## config.mk

```make
export PLATFORM = sky130hd
export DESIGN_NAME = mult_scheduler
export DESIGN_NICKNAME = d
export VERILOG_FILES = /design/src/rtl/mult_sched_pkg.sv /design/src/rtl/rr_arbiter.sv /design/src/rtl/mult_scheduler.sv
export SDC_FILE = /design/constraint.sdc
export NUM_CORES = 1
export LEC_CHECK = 0
export CORE_AREA = 2 2 354 356
export CTS_BUF_LIST = sky130_fd_sc_hd__clkbuf_16
export DETAILED_ROUTE_END_ITERATION = 8
export DIE_AREA = 0 0 356 358
export DONT_BUFFER_PORTS = 1
export GPL_TIMING_DRIVEN = 0
export PLACE_DENSITY_LB_ADDON = 0.08
export RECOVER_POWER = 100
export SETUP_SLACK_MARGIN = 0.3
export SLEW_MARGIN = 5
export SYNTH_ARGS = -nofsm -noshare
export SYNTH_HDL_FRONTEND = slang
export SYNTH_SLANG_ARGS = --single-unit
```

## constraint.sdc

```tcl
create_clock -name clk -period 5.8 [get_ports clk]
set_input_delay 0.58 -clock clk [delete_from_list [all_inputs] [get_ports clk]]
set_output_delay 0.58 -clock clk [all_outputs]
set_load 0.01 [all_outputs]
```

## src/rtl/mult_sched_pkg.sv

```systemverilog
// Shared types and constants for the multiplier scheduler.
package mult_sched_pkg;

    typedef enum logic [1:0] {
        IDLE = 2'd0,
        LOAD = 2'd1,
        RUN  = 2'd2,
        DONE = 2'd3
    } state_t;

    localparam int BITS_DEFAULT = 64;
    localparam int LOAD_CYCLES  = 1;

endpackage

```

## src/rtl/rr_arbiter.sv

```systemverilog
// Round-robin arbiter: grants the first set request at or above rr_ptr, wrapping.
// Purely combinational; grant is one-hot or zero when nothing requests.
module rr_arbiter #(
    parameter int NREQ = 4,
    parameter int IDW  = $clog2(NREQ)
) (
    input  logic [NREQ-1:0] req,
    input  logic [IDW-1:0]  rr_ptr,
    output logic [NREQ-1:0] grant,
    output logic [IDW-1:0]  grant_id
);

    logic           found;
    logic [IDW:0]   pos;
    logic [IDW-1:0] idx;

    always_comb begin
        grant    = '0;
        grant_id = '0;
        found    = 1'b0;
        pos      = '0;
        idx      = '0;
        for (int off = 0; off < NREQ; off++) begin
            pos = {1'b0, rr_ptr} + (IDW+1)'(off);
            if (pos >= (IDW+1)'(NREQ))
                pos = pos - (IDW+1)'(NREQ);
            idx = pos[IDW-1:0];
            if (!found && req[idx]) begin
                found       = 1'b1;
                grant[idx]  = 1'b1;
                grant_id    = idx;
            end
        end
    end

endmodule

```

## src/rtl/mult_scheduler.sv

```systemverilog
// Shares one serial shift-add multiplier among NREQ requesters, round-robin.
// Result appears 66 cycles after accept; no new accept until the response is taken.
module mult_scheduler
    import mult_sched_pkg::*;
#(
    parameter int BITS = BITS_DEFAULT,
    parameter int NREQ = 4,
    parameter int IDW  = $clog2(NREQ)
) (
    input  logic                 clk,
    input  logic                 reset_n,
    input  logic [NREQ-1:0]      req_valid,
    output logic [NREQ-1:0]      req_ready,
    input  logic [NREQ*BITS-1:0] req_a,
    input  logic [NREQ*BITS-1:0] req_b,
    output logic                 rsp_valid,
    input  logic                 rsp_ready,
    output logic [IDW-1:0]       rsp_id,
    output logic [2*BITS-1:0]    rsp_product,
    output logic                 busy,
    output logic                 mul_rst_n,
    output logic                 mul_w_en,
    output logic [BITS-1:0]      mul_a,
    output logic [BITS-1:0]      mul_b,
    input  logic                 mul_ok,
    input  logic [2*BITS-1:0]    mul_product
);

    state_t          state, state_nxt;
    logic [IDW-1:0]  rr_ptr;
    logic [IDW-1:0]  cur_id;
    logic [NREQ-1:0] grant;
    logic [IDW-1:0]  grant_id;
    logic            accept;

    rr_arbiter #(.NREQ(NREQ), .IDW(IDW)) u_arb (
        .req      (req_valid),
        .rr_ptr   (rr_ptr),
        .grant    (grant),
        .grant_id (grant_id)
    );

    assign req_ready = (state == IDLE) ? grant : '0;
    assign accept    = |(req_valid & req_ready);

    always_comb begin
        state_nxt = state;
        case (state)
            IDLE:    if (accept)    state_nxt = LOAD;
            LOAD:                   state_nxt = RUN;
            RUN:     if (mul_ok)    state_nxt = DONE;
            DONE:    if (rsp_ready) state_nxt = IDLE;
            default:                state_nxt = IDLE;
        endcase
    end

    // Multiplier pins are decoded from the next state so they are flop outputs
    // that line up with the LOAD cycle.
    always_ff @(posedge clk or negedge reset_n) begin
        if (!reset_n) begin
            state       <= IDLE;
            busy        <= 1'b0;
            mul_rst_n   <= 1'b0;
            mul_w_en    <= 1'b0;
            mul_a       <= '0;
            mul_b       <= '0;
            cur_id      <= '0;
            rr_ptr      <= '0;
            rsp_valid   <= 1'b0;
            rsp_id      <= '0;
            rsp_product <= '0;
        end else begin
            state     <= state_nxt;
            busy      <= (state_nxt != IDLE);
            mul_rst_n <= (state_nxt != LOAD);
            mul_w_en  <= (state_nxt == LOAD);
            if (accept) begin
                mul_a  <= req_a[grant_id*BITS +: BITS];
                mul_b  <= req_b[grant_id*BITS +: BITS];
                cur_id <= grant_id;
                rr_ptr <= (grant_id == IDW'(NREQ-1)) ? '0 : grant_id + 1'b1;
            end
            if (state == RUN && mul_ok) begin
                rsp_product <= mul_product;
                rsp_id      <= cur_id;
                rsp_valid   <= 1'b1;
            end else if (state == DONE && rsp_ready) begin
                rsp_valid   <= 1'b0;
            end
        end
    end

endmodule

```

* After elaboration in Yosys (flattened, before gate mapping)
Cells that the tools add are included.
Storage, ports and cells: register bits after elaboration 268, output and inout bits 266
Operators by class: add/subtract/negate cells 8, order comparisons 12, equal/unequal tests 6, shift-type cells 2, multiplexer cells 39, bitwise operators 4, reduce and logical (&&, ||, !) cells 16
Operators by type and width (count):
- $shiftx 256x9->64 | 2
- $mux 2 | 12
- $mux 4 | 5
- $mux 1 | 13
- $lt 2x3->1 const B | 4
- $or 4x4->4 | 3
- $ge 3x3->1 const B | 3
- $logic_and 1x1->1 | 9
- $bmux 1 s2 | 4
- $demux 1 s2 | 4
- $ge 2x1->1 const B | 4
- $pmux 2 s4 | 1
- $sub 2x1->2 const B | 4
- $add 2x2->3 const B | 2
- $eq 2x2->1 const B | 3
- $and 4x4->4 | 1
- $eq 2x1->1 const B | 2
- $reduce_bool 2->1 | 2
- $reduce_or 4->1 | 1
- $add 2x1->3 const B | 1
- $ge 2x3->1 const B | 1
- $logic_not 1->1 | 3
- $add 2x1->2 const B | 1
- $logic_not 2->1 | 1
- $ne 2x1->1 const B | 1

* Logic depth before layout (Yosys ltp)
Gate-level depths: netlist (run 1).
depth in word-level cells 20, gate-level depth with buffers 15

* Hierarchy
From an unflattened synthesis (run 1), not the netlist that was laid out.
Second synthesis, totals: cells, all modules 786, area total of the unflattened synthesis 13540.5 sq um
Modules (own cells, without submodules):
- mult_scheduler | instances 1, cells each 738, area an instance 13101.3 sq um, seq. area each 6706.4 sq um
- rr_arbiter | instances 1, cells each 48, area an instance 439.2 sq um, seq. area each 0.0 sq um

* Worst setup path after synthesis (run 1)
Ideal clock, no wire load.
kind register -> register, from register rr_ptr[0], to register rr_ptr[0], setup time 0.078 ns, arrival 3.263 ns, slack 2.460 ns, stages on the path, launching flop included 16, buffers on the path 5, cell sequence dfrtp_1 buf_4 clkinv_1 clkbuf_1 ha_1 clkbuf_1 nor2b_1 a22oi_1 o221ai_1 a21oi_1 inv_2 clkbuf_1 buf_2 ha_1 or3_1 o21ai_1
Between the ends: elaborated cells on any way between the ends 69, those cells by class 8 x add/sub; 12 x order compare; 1 x eq/ne; 33 x mux; 4 x bitwise; 11 x reduce/logical
RTL lines:
- start, declared | RTL line mult_scheduler.sv:30 | logic [IDW-1:0] rr_ptr;
- start signal, assigned | RTL line mult_scheduler.sv:81 | rr_ptr <= (grant_id == IDW'(NREQ-1)) ? '0 : grant_id + 1'b1;
- parallel branches: the longest is 13 deep, another holds $add 2x1->3
- $mux 2 * | RTL line rr_arbiter.sv:28 | if (!found && req[idx]) begin
- via grant_id[1] | RTL line mult_scheduler.sv:33 | logic [IDW-1:0] grant_id;
- $eq 2x2->1 * | RTL line mult_scheduler.sv:81
- $mux 2 * | RTL line mult_scheduler.sv:81
Mark *: on every way through the listed nets, which the timed path passes. The select of a mux whose other input is x is not followed. A chain may end at the register's enable or synchronous reset.

* Worst setup path in the final report (run 1)
from register rr_ptr[1], to output port req_ready[0]
Between the ends: word-level cells in the longest chain between the ends 15, elaborated cells on any way between the ends 60, those cells by class 7 x add/sub; 12 x order compare; 28 x mux; 3 x bitwise; 10 x reduce/logical
Ends and longest elaborated chain:
- parallel branches: the longest is 13 deep, another holds $add 2x1->3
- $mux 4 * | RTL line rr_arbiter.sv:28
- $mux 4 * | RTL line mult_scheduler.sv:43 | assign req_ready = (state == IDLE) ? grant : '0;
- end, declared | RTL line mult_scheduler.sv:13 | output logic [NREQ-1:0] req_ready,
Mark *: on every way between the ends. The select of a mux whose other input is x is not followed.

==> reports/results.md, run 1 <==
| Parameter | This run | Unit |
|:---|:---|:---|
| FF-to-FF Start | rr_ptr[0]$_DFFE_PN0P_ | - |
| Flop2flop setup slack | 0.65 | ns |
| Number of post-CTS setup repair buffers | 0 | - |
| Area contributors post-synth | sky130_fd_sc_hd__dfrtp_1 (36%), sky130_fd_sc_hd__nand2_1 (13%), sky130_fd_sc_hd__o22ai_1 (8.7%) | - |
| Crit path to | req_ready[0] | - |
| Slew Viols, Final | 0 | - |
| Combinational cell fraction of total power | 0.612 | - |
| Wire per inst | 31.92 | um |
| Total clock sinks | 268 | - |
| Critical path's most frequent cell | sky130_fd_sc_hd__clkbuf_1 | - |
| Setup violation total in the final timing report | 0 | - |
| DRC violation count after routing | 0 | - |
| Power after layout | 17.27 | mW |
| Growth of design area from synthesis to finish | 17.89 | % |
| Area share of the leading cell type in the synthesized netlist | 0.3576 | - |
| Critical path fanouts, max | 11 | - |
| Largest area contributor in the synthesized netlist | sky130_fd_sc_hd__dfrtp_1 | - |
| Cells after Synth | 2430 | - |
| Setup crit start kind | flop | - |
| Final Instance Area | 0.02211 | sq mm |
| Die Span Y | 358 | um |
| Reported leakage power | 8.642 | nW |
| Top cells by instance count after synthesis | sky130_fd_sc_hd__nand2_1 (652), sky130_fd_sc_hd__dfrtp_1 (268), sky130_fd_sc_hd__o22ai_1 (260) | - |
| Switching power summed over all nets | 9.924 | mW |
| Most used standard cell by instance count after synthesis | sky130_fd_sc_hd__nand2_1 | - |
| Insertion delay to the later sink of the worst-skew pair | 0.61 | ns |
| Sequential share of the synthesized area | 0.3576 | - |
| Cell area after synthesis | 0.01875 | sq mm |
| Arrival time at the worst endpoint | 4.62 | ns |
| Number of hold violations in the final report | 268 | - |
| Total number of vias | 20440 | - |
| Net Count, Synth | 3086 | - |
| Share of flip-flops with an asynchronous set or reset after synthesis | 1.000 | - |
| Worst hold path class | in2async | - |
| CTS root buffer | sky130_fd_sc_hd__clkbuf_16 | - |
| Count of yosys warnings during synthesis | 0 | - |
| Overall track demand over capacity in global routing | 0.1969 | - |
| Sw frac | 0.5746 | - |
| Power density of the placed cells | 781.2 | mW/mm^2 |
| Clock-pin slew of the registers on the worst-case setup and hold paths | 0.07 | ns |
| Sequential Power Share | 0.249 | - |
| Mean number of vias per cell | 4.924 | - |
| Clock Skews | 0.02072 | ns |
| Synthesized area divided by synthesized cell count | 7.718 | sq um |
| Total negative slack | 0 | ns |
| Number of synthesized flops with an enable pin | 0 | - |
| Core area | 0.1233 | sq mm |
| Status | complete, but fails checks | - |
| Largest buffer count on any clock path | 3 | - |
| Maximum VDD drop | 0.3099 | mV |
| Reg2reg path depth | 14 | - |
| Number of rows created at floorplan | 129 | - |
| Max-cap viol count | 0 | - |
| Number of antenna violations at the first check in global routing | 18 | - |
| Remaining number of nets flagged by the antenna check after routing | 0 | - |
| Number of distinct standard cells referenced by the synthesized netlist | 42 | - |
| Ordered cell list for the critical path | clkbuf_1 -> mux2i_1 -> mux2_1 -> clkbuf_1 -> clkbuf_2 -> clkbuf_1 -> o22ai_1 -> a21oi_1 | - |
| Number of storage elements in the synthesis netlist | 268 | - |
| Top cell family by delay on the critical path | buffers and inverters | - |
| Initial core utilization | 0.1521 | - |
| First-pass GRT wire length | 176.4 | mm |
| Post-layout net count | 3129 | - |
| Vias in the first global route | 20780 | - |
| Number of top-level pins | 914 | - |
| Largest net degree at the start of global routing | 269 | - |
| Number of buffers inserted during clock tree synthesis | 39 | - |
| Layout cells sized above 1 | 0.1055 | - |
| Post-layout min period | 5.204 | ns |
| Cell at the slowest stage of the critical path | sky130_fd_sc_hd__clkbuf_2 | - |
| Total Wirelength | 132.5 | mm |
| Drt first pass iters | 5 | - |
| Required time of the critical path | 5.22 | ns |
| Transition time of the tightest slew-check pin | 1.269 | ns |
| Final Hold Slack | -0.3227 | ns |
| Level count of the clock H-tree | 2 | - |
| RSZ-0062 raised after global routing | no | - |
| Fmax | 0.1921 | GHz |
| Category of the critical setup timing path | reg2out | - |
| Final clock period utilization by the worst path | 0.8973 | - |
| Failing checks | hold timing | - |
| Int Pwr | 7.347 | mW |
| Clock tree from TritonCTS | built | - |
| WP buf/inv | 4 | - |
| Die outline area | 0.1274 | sq mm |
| Most frequently used flop master after synthesis | sky130_fd_sc_hd__dfrtp_1 | - |
| Number of cells on the critical path | 8 | - |
| HPWL after detailed placement | 103.5 | mm |
| GRT overflow | 0 | - |
| Clock network fraction of total power | 0.139 | - |
| DRC violation total after the first TritonRoute iteration | 1588 | - |
| Worst slew slack as a fraction of its limit | 0.1537 | - |
| # port buffers | 0 | - |
| Crit Reg-Reg Endpoint | mul_a[6]$_DFFE_PN0P_ | - |
| Post-placement cell area | 0.02086 | sq mm |
| Critical path capture point type | output port | - |
| Global placement routability congestion | 0.8728 | - |
| Max stage delay on crit path | 0.67 | ns |
| Number of fillers in the final layout | 14000 | - |
| Timing startpoint of the critical path | rr_ptr[1]$_DFFE_PN0P_ | - |
| Die X-Extent | 356 | um |
-- metal layers --
layer | share of wire | vias to the layer above | track usage
li1 | - | 8992 | -
met3 | 0.11 | 188 | 0.07766
met5 | 0.00042 | - | 0
met1 | 0.36 | 10050 | 0.2144
met4 | 0.032 | 8 | 0.05865
met2 | 0.50 | 1198 | 0.3505
-- power groups by stage --
stage | registers (mW) | clock network [mW] | logic [mW]
after CTS | 4.36 | 2.52 | 10.7
final | 4.30 | 2.40 | 10.6
after global placement | 4.41 | 0 | 10.7
after detailed placement | 4.38 | 0 | 10.7
after floorplan | 3.69 | 0 | 6.65
after global routing | 4.44 | 2.57 | 11.5
-- layout by cell type (no fill, tap or decap), drive strengths merged, types with 6 or more instances in the layout --
cell type,Yosys,routed
nor3b,6,6
nor3,128,128
nand3,256,256
o2bb2ai,127,127
buf,93,79
clkbuf,170,225
nand2,652,652
dfrtp,268,268
o22ai,260,260
clkinv,1,18
diode,0,11
ha,8,8
o31ai,128,128
a21oi,139,139
inv,11,20
o21ai,10,10
mux2,134,134
-- worst min path at each step --
stage / slack (ns) / cells past startpoint / end / start
after global placement: 0.29 / 0 / rsp_product[42]$_DFFE_PN0P_ / reset_n
after detailed placement: 0.29 / 0 / rsp_product[42]$_DFFE_PN0P_ / reset_n
after global routing: -0.37 / 0 / rsp_product[40]$_DFFE_PN0P_ / reset_n
final: -0.32 / 0 / rsp_product[42]$_DFFE_PN0P_ / reset_n
after CTS: -0.38 / 0 / rsp_product[42]$_DFFE_PN0P_ / reset_n
after floorplan: 0.28 / 0 / busy$_DFF_PN0_ / reset_n
-- final cells by class --
class | instances | area (sq um) | share of cell area
sequential | 268 | 6706 | 0.3033
inverter | 12 | 45.04 | 0.002037
clock inverter | 31 | 254.0 | 0.01149
timing repair buffer | 2 | 42.54 | 0.001924
clock buffer | 39 | 975.9 | 0.04414
tap | 1637 | 2048 | 0.09264
multi-input combinational | 1887 | 10840 | 0.4903
antenna | 11 | 27.53 | 0.001245
buffer | 263 | 1170 | 0.05291
-- kinds of logic after synthesis --
family / Yosys count / share of synthesized area
flops: 268 / 0.3576
fa+ha+maj: 8 / 0.005337
mux: 142 / 0.08740
compound gates: 680 / 0.2444
buf+inv: 275 / 0.06445
simple gates: 1057 / 0.2408
-- what timing repair did --
action,4_1_cts,5_1_grt
setup endpoints to repair,98,15
gates resized for setup,4,4
endpoints found under the hold margin,268,268
-- per-stage QoR --
step / cells / hold slack [ns] / setup WS, ns / utilization
after floorplan: 2430 / 0.2844 / 2.460 / -
after global placement: 4067 / 0.2946 / -0.3578 / 0.1687
after detailed placement: 4069 / 0.2922 / 0.05798 / 0.1691
after CTS: 4139 / -0.3828 / 0.4035 / 0.1792
after global routing: 4145 / -0.3698 / 0.1755 / 0.1792
final: 4150 / -0.3227 / 0.5957 / 0.1793
-- sequential cells by signal, summed over array words and instances, names as in the netlist --
name and flops:
mul_a 64, cur_id 2, state 2, rsp_product 128, rsp_valid 1, rr_ptr 2, mul_w_en 1, busy 1
mul_b 64, rsp_id 2, mul_rst_n 1
(Power assumes the default switching activity.)
==> inputs of run 2 (changes only) <==
==> constraint.sdc (replaced) <==
create_clock -name clk -period 5.8 [get_ports clk]
set_input_delay 0.87 -clock clk [delete_from_list [all_inputs] [get_ports clk]]
set_output_delay 0.87 -clock clk [all_outputs]
set_load 0.01 [all_outputs]
==> run 2 against run 1 <==
The run ends with capacitance limit, slew limit left. First-iteration DRC count grew 5.4%. Power grew 0.36%. Core utilization is essentially flat. Clock skew shrank 0.0021 ns. Critical path type is now reg2reg. Critical endpoint is now mul_a[6]$_DFFE_PN0P_.
==> reports/results.md, run 2 (same netlist as run 1, synthesis figures left out) <==
| Parameter | This run | Unit |
|:---|:---|:---|
| Arrival time at the worst endpoint | 5.65 | ns |
| Core area | 0.1233 | sq mm |
| Worst hold path class | in2async | - |
| DRC violation count after routing | 0 | - |
| Slew Viols, Final | 103 | - |
| Global placement routability congestion | 0.8728 | - |
| Number of hold violations in the final report | 0 | - |
| Commonest cells after routing, fill and taps aside | sky130_fd_sc_hd__nand2_1 (652), sky130_fd_sc_hd__dfrtp_1 (268), sky130_fd_sc_hd__o22ai_1 (260) | - |
| Number of buffers inserted during clock tree synthesis | 39 | - |
| Growth of design area from synthesis to finish | 18.09 | % |
| Total number of vias | 20360 | - |
| Reg2reg path depth | 14 | - |
| Reported leakage power | 8.666 | nW |
| Drt first pass iters | 6 | - |
| Die X-Extent | 356 | um |
| Status | complete, but fails checks | - |
| Number of top-level pins | 914 | - |
| Total clock sinks | 268 | - |
| Total Wirelength | 133.2 | mm |
| Power density of the placed cells | 782.6 | mW/mm^2 |
| Setup crit start kind | flop | - |
| Vias in the first global route | 20780 | - |
| Clock Skews | 0.01864 | ns |
| Number of cells after detailed placement | 4069 | - |
| HPWL after detailed placement | 103.5 | mm |
| Wire per inst | 32.09 | um |
| Initial core utilization | 0.1521 | - |
| Category of the critical setup timing path | reg2reg | - |
| Final instance count without filler cells | 4151 | - |
| Number of rows created at floorplan | 129 | - |
| Failing checks | capacitance limit, slew limit | - |
| First-pass GRT wire length | 176.4 | mm |
| Commonest non-fill, non-tap cell in the layout | sky130_fd_sc_hd__nand2_1 | - |
| DRC violation total after the first TritonRoute iteration | 1673 | - |
| Setup violation total in the final timing report | 0 | - |
| Largest buffer count on any clock path | 3 | - |
| Worst slew slack as a fraction of its limit | -1.837 | - |
| CTS root buffer | sky130_fd_sc_hd__clkbuf_16 | - |
| Fmax | 0.1942 | GHz |
| Critical path fanouts, max | 12 | - |
| Post-layout net count | 3132 | - |
| GRT overflow | 0 | - |
| Final clock period utilization by the worst path | 0.8876 | - |
| Level count of the clock H-tree | 2 | - |
| Overall track demand over capacity in global routing | 0.1969 | - |
| Clock-pin slew of the registers on the worst-case setup and hold paths | 0.06 | ns |
| # port buffers | 0 | - |
| Flop2flop setup slack | 0.65 | ns |
| Regs by FF count | rsp_product x128, mul_a x64, mul_b x64 | - |
| RSZ-0062 raised after global routing | no | - |
| Die outline area | 0.1274 | sq mm |
| Critical path capture point type | flop | - |
| Flip-flop count of the largest register after layout | 128 | - |
| Transition time of the tightest slew-check pin | 4.256 | ns |
| Power after layout | 17.33 | mW |
| Required time of the critical path | 6.31 | ns |
| Max-cap viol count | 2 | - |
| Die Span Y | 358 | um |
| Maximum VDD drop | 0.3112 | mV |
| Final core occ | 0.1796 | - |
| Remaining number of nets flagged by the antenna check after routing | 0 | - |
| FF-to-FF Start | rr_ptr[0]$_DFFE_PN0P_ | - |
| Mean number of vias per cell | 4.904 | - |
| Crit Reg-Reg Endpoint | mul_a[6]$_DFFE_PN0P_ | - |
| Total negative slack | 0 | ns |
| Insertion delay to the later sink of the worst-skew pair | 0.61 | ns |
| Largest net degree at the start of global routing | 269 | - |
| Post-layout min period | 5.148 | ns |
| Number of antenna violations at the first check in global routing | 18 | - |
| Layout cells sized above 1 | 0.1070 | - |
| Largest register by flop count | rsp_product | - |
| Clock tree from TritonCTS | built | - |
==> run 2: cell types whose count changed in the layout (fill, tap and decap cells not counted) <==
cell                              delta
sky130_fd_sc_hd__clkbuf_1            -1
sky130_fd_sc_hd__mux2_2              +1
sky130_fd_sc_hd__buf_2               +1
sky130_fd_sc_hd__mux2_1              -1
sky130_fd_sc_hd__clkbuf_2            +1
sky130_fd_sc_hd__buf_16              +1
sky130_fd_sc_hd__clkdlybuf4s25_1     +1
sky130_fd_sc_hd__diode_2             -2
==> run 2: where the power goes <==
group	switching [mW]	total (mW)	internal [mW]
Combinational	7.44	10.6	3.19
Clock	1.04	2.40	1.36
Sequential	1.50	4.30	2.80
==> run 2: worst max-delay path by stage <==
stage	from	endpoint	slack, ns	cells after the start
after global routing	rr_ptr[0]$_DFFE_PN0P_	mul_a[7]$_DFFE_PN0P_	0.18	14
final	rr_ptr[0]$_DFFE_PN0P_	mul_a[6]$_DFFE_PN0P_	0.65	14
after floorplan	req_valid[0]	req_ready[0]	2.42	8
after CTS	rr_ptr[1]$_DFFE_PN0P_	req_ready[0]	0.32	8
after detailed placement	rr_ptr[0]$_DFFE_PN0P_	mul_a[60]$_DFFE_PN0P_	0.06	14
after global placement	rr_ptr[0]$_DFFE_PN0P_	mul_b[1]$_DFFE_PN0P_	-0.36	13
==> run 2: routing by layer <==
metal,up-vias,share of wire,track usage
met4,8,0.034,0.05865
met2,1216,0.49,0.3505
li1,9001,-,-
met3,192,0.11,0.07766
met1,9941,0.36,0.2144
met5,-,0.00041,0
==> run 2: repair_timing <==
action,CTS,global route
setup endpoints to repair,98,17
setup buffers,0,0
resized for setup,4,9
endpoints found under the hold margin,268,167
==> run 2: final cells by class <==
| type | instances | area (sq um) |
|---|---|---|
| antenna | 9 | 22.52 |
| buffer | 263 | 1172 |
| clock buffer | 39 | 975.9 |
| clock inverter | 31 | 254.0 |
| fill | 14000 | 101200 |
| inverter | 12 | 45.04 |
| multi-input combinational | 1887 | 10840 |
| sequential | 268 | 6706 |
| tap | 1637 | 2048 |
| timing repair buffer | 5 | 83.83 |
==> run 2: through the flow <==
step	setup slack, ns	hold slack [ns]	instance area [sq um]
after global placement	-0.3578	0.4838	20800
after detailed placement	0.05798	0.4839	20860
final	0.6518	0.3230	22150
after global routing	0.1767	0.3707	22140
after floorplan	2.420	0.4508	18750
after CTS	0.3186	-0.09284	22090
==> run 2: critical path: stages, from the launching register on <==
cell and delay (ns):
sky130_fd_sc_hd__dfrtp_1 0.44, sky130_fd_sc_hd__buf_4 0.24, sky130_fd_sc_hd__clkinv_1 0.33, sky130_fd_sc_hd__clkbuf_1 0.44, sky130_fd_sc_hd__ha_1 0.44, sky130_fd_sc_hd__mux4_2 0.35
sky130_fd_sc_hd__buf_4 0.20, sky130_fd_sc_hd__a21o_1 0.18, sky130_fd_sc_hd__o22ai_1 0.21, sky130_fd_sc_hd__o2111ai_1 0.14, sky130_fd_sc_hd__o21ai_0 0.95, sky130_fd_sc_hd__buf_4 0.46
sky130_fd_sc_hd__clkbuf_2 0.40, sky130_fd_sc_hd__nand2_1 0.13, sky130_fd_sc_hd__o31ai_1 0.09
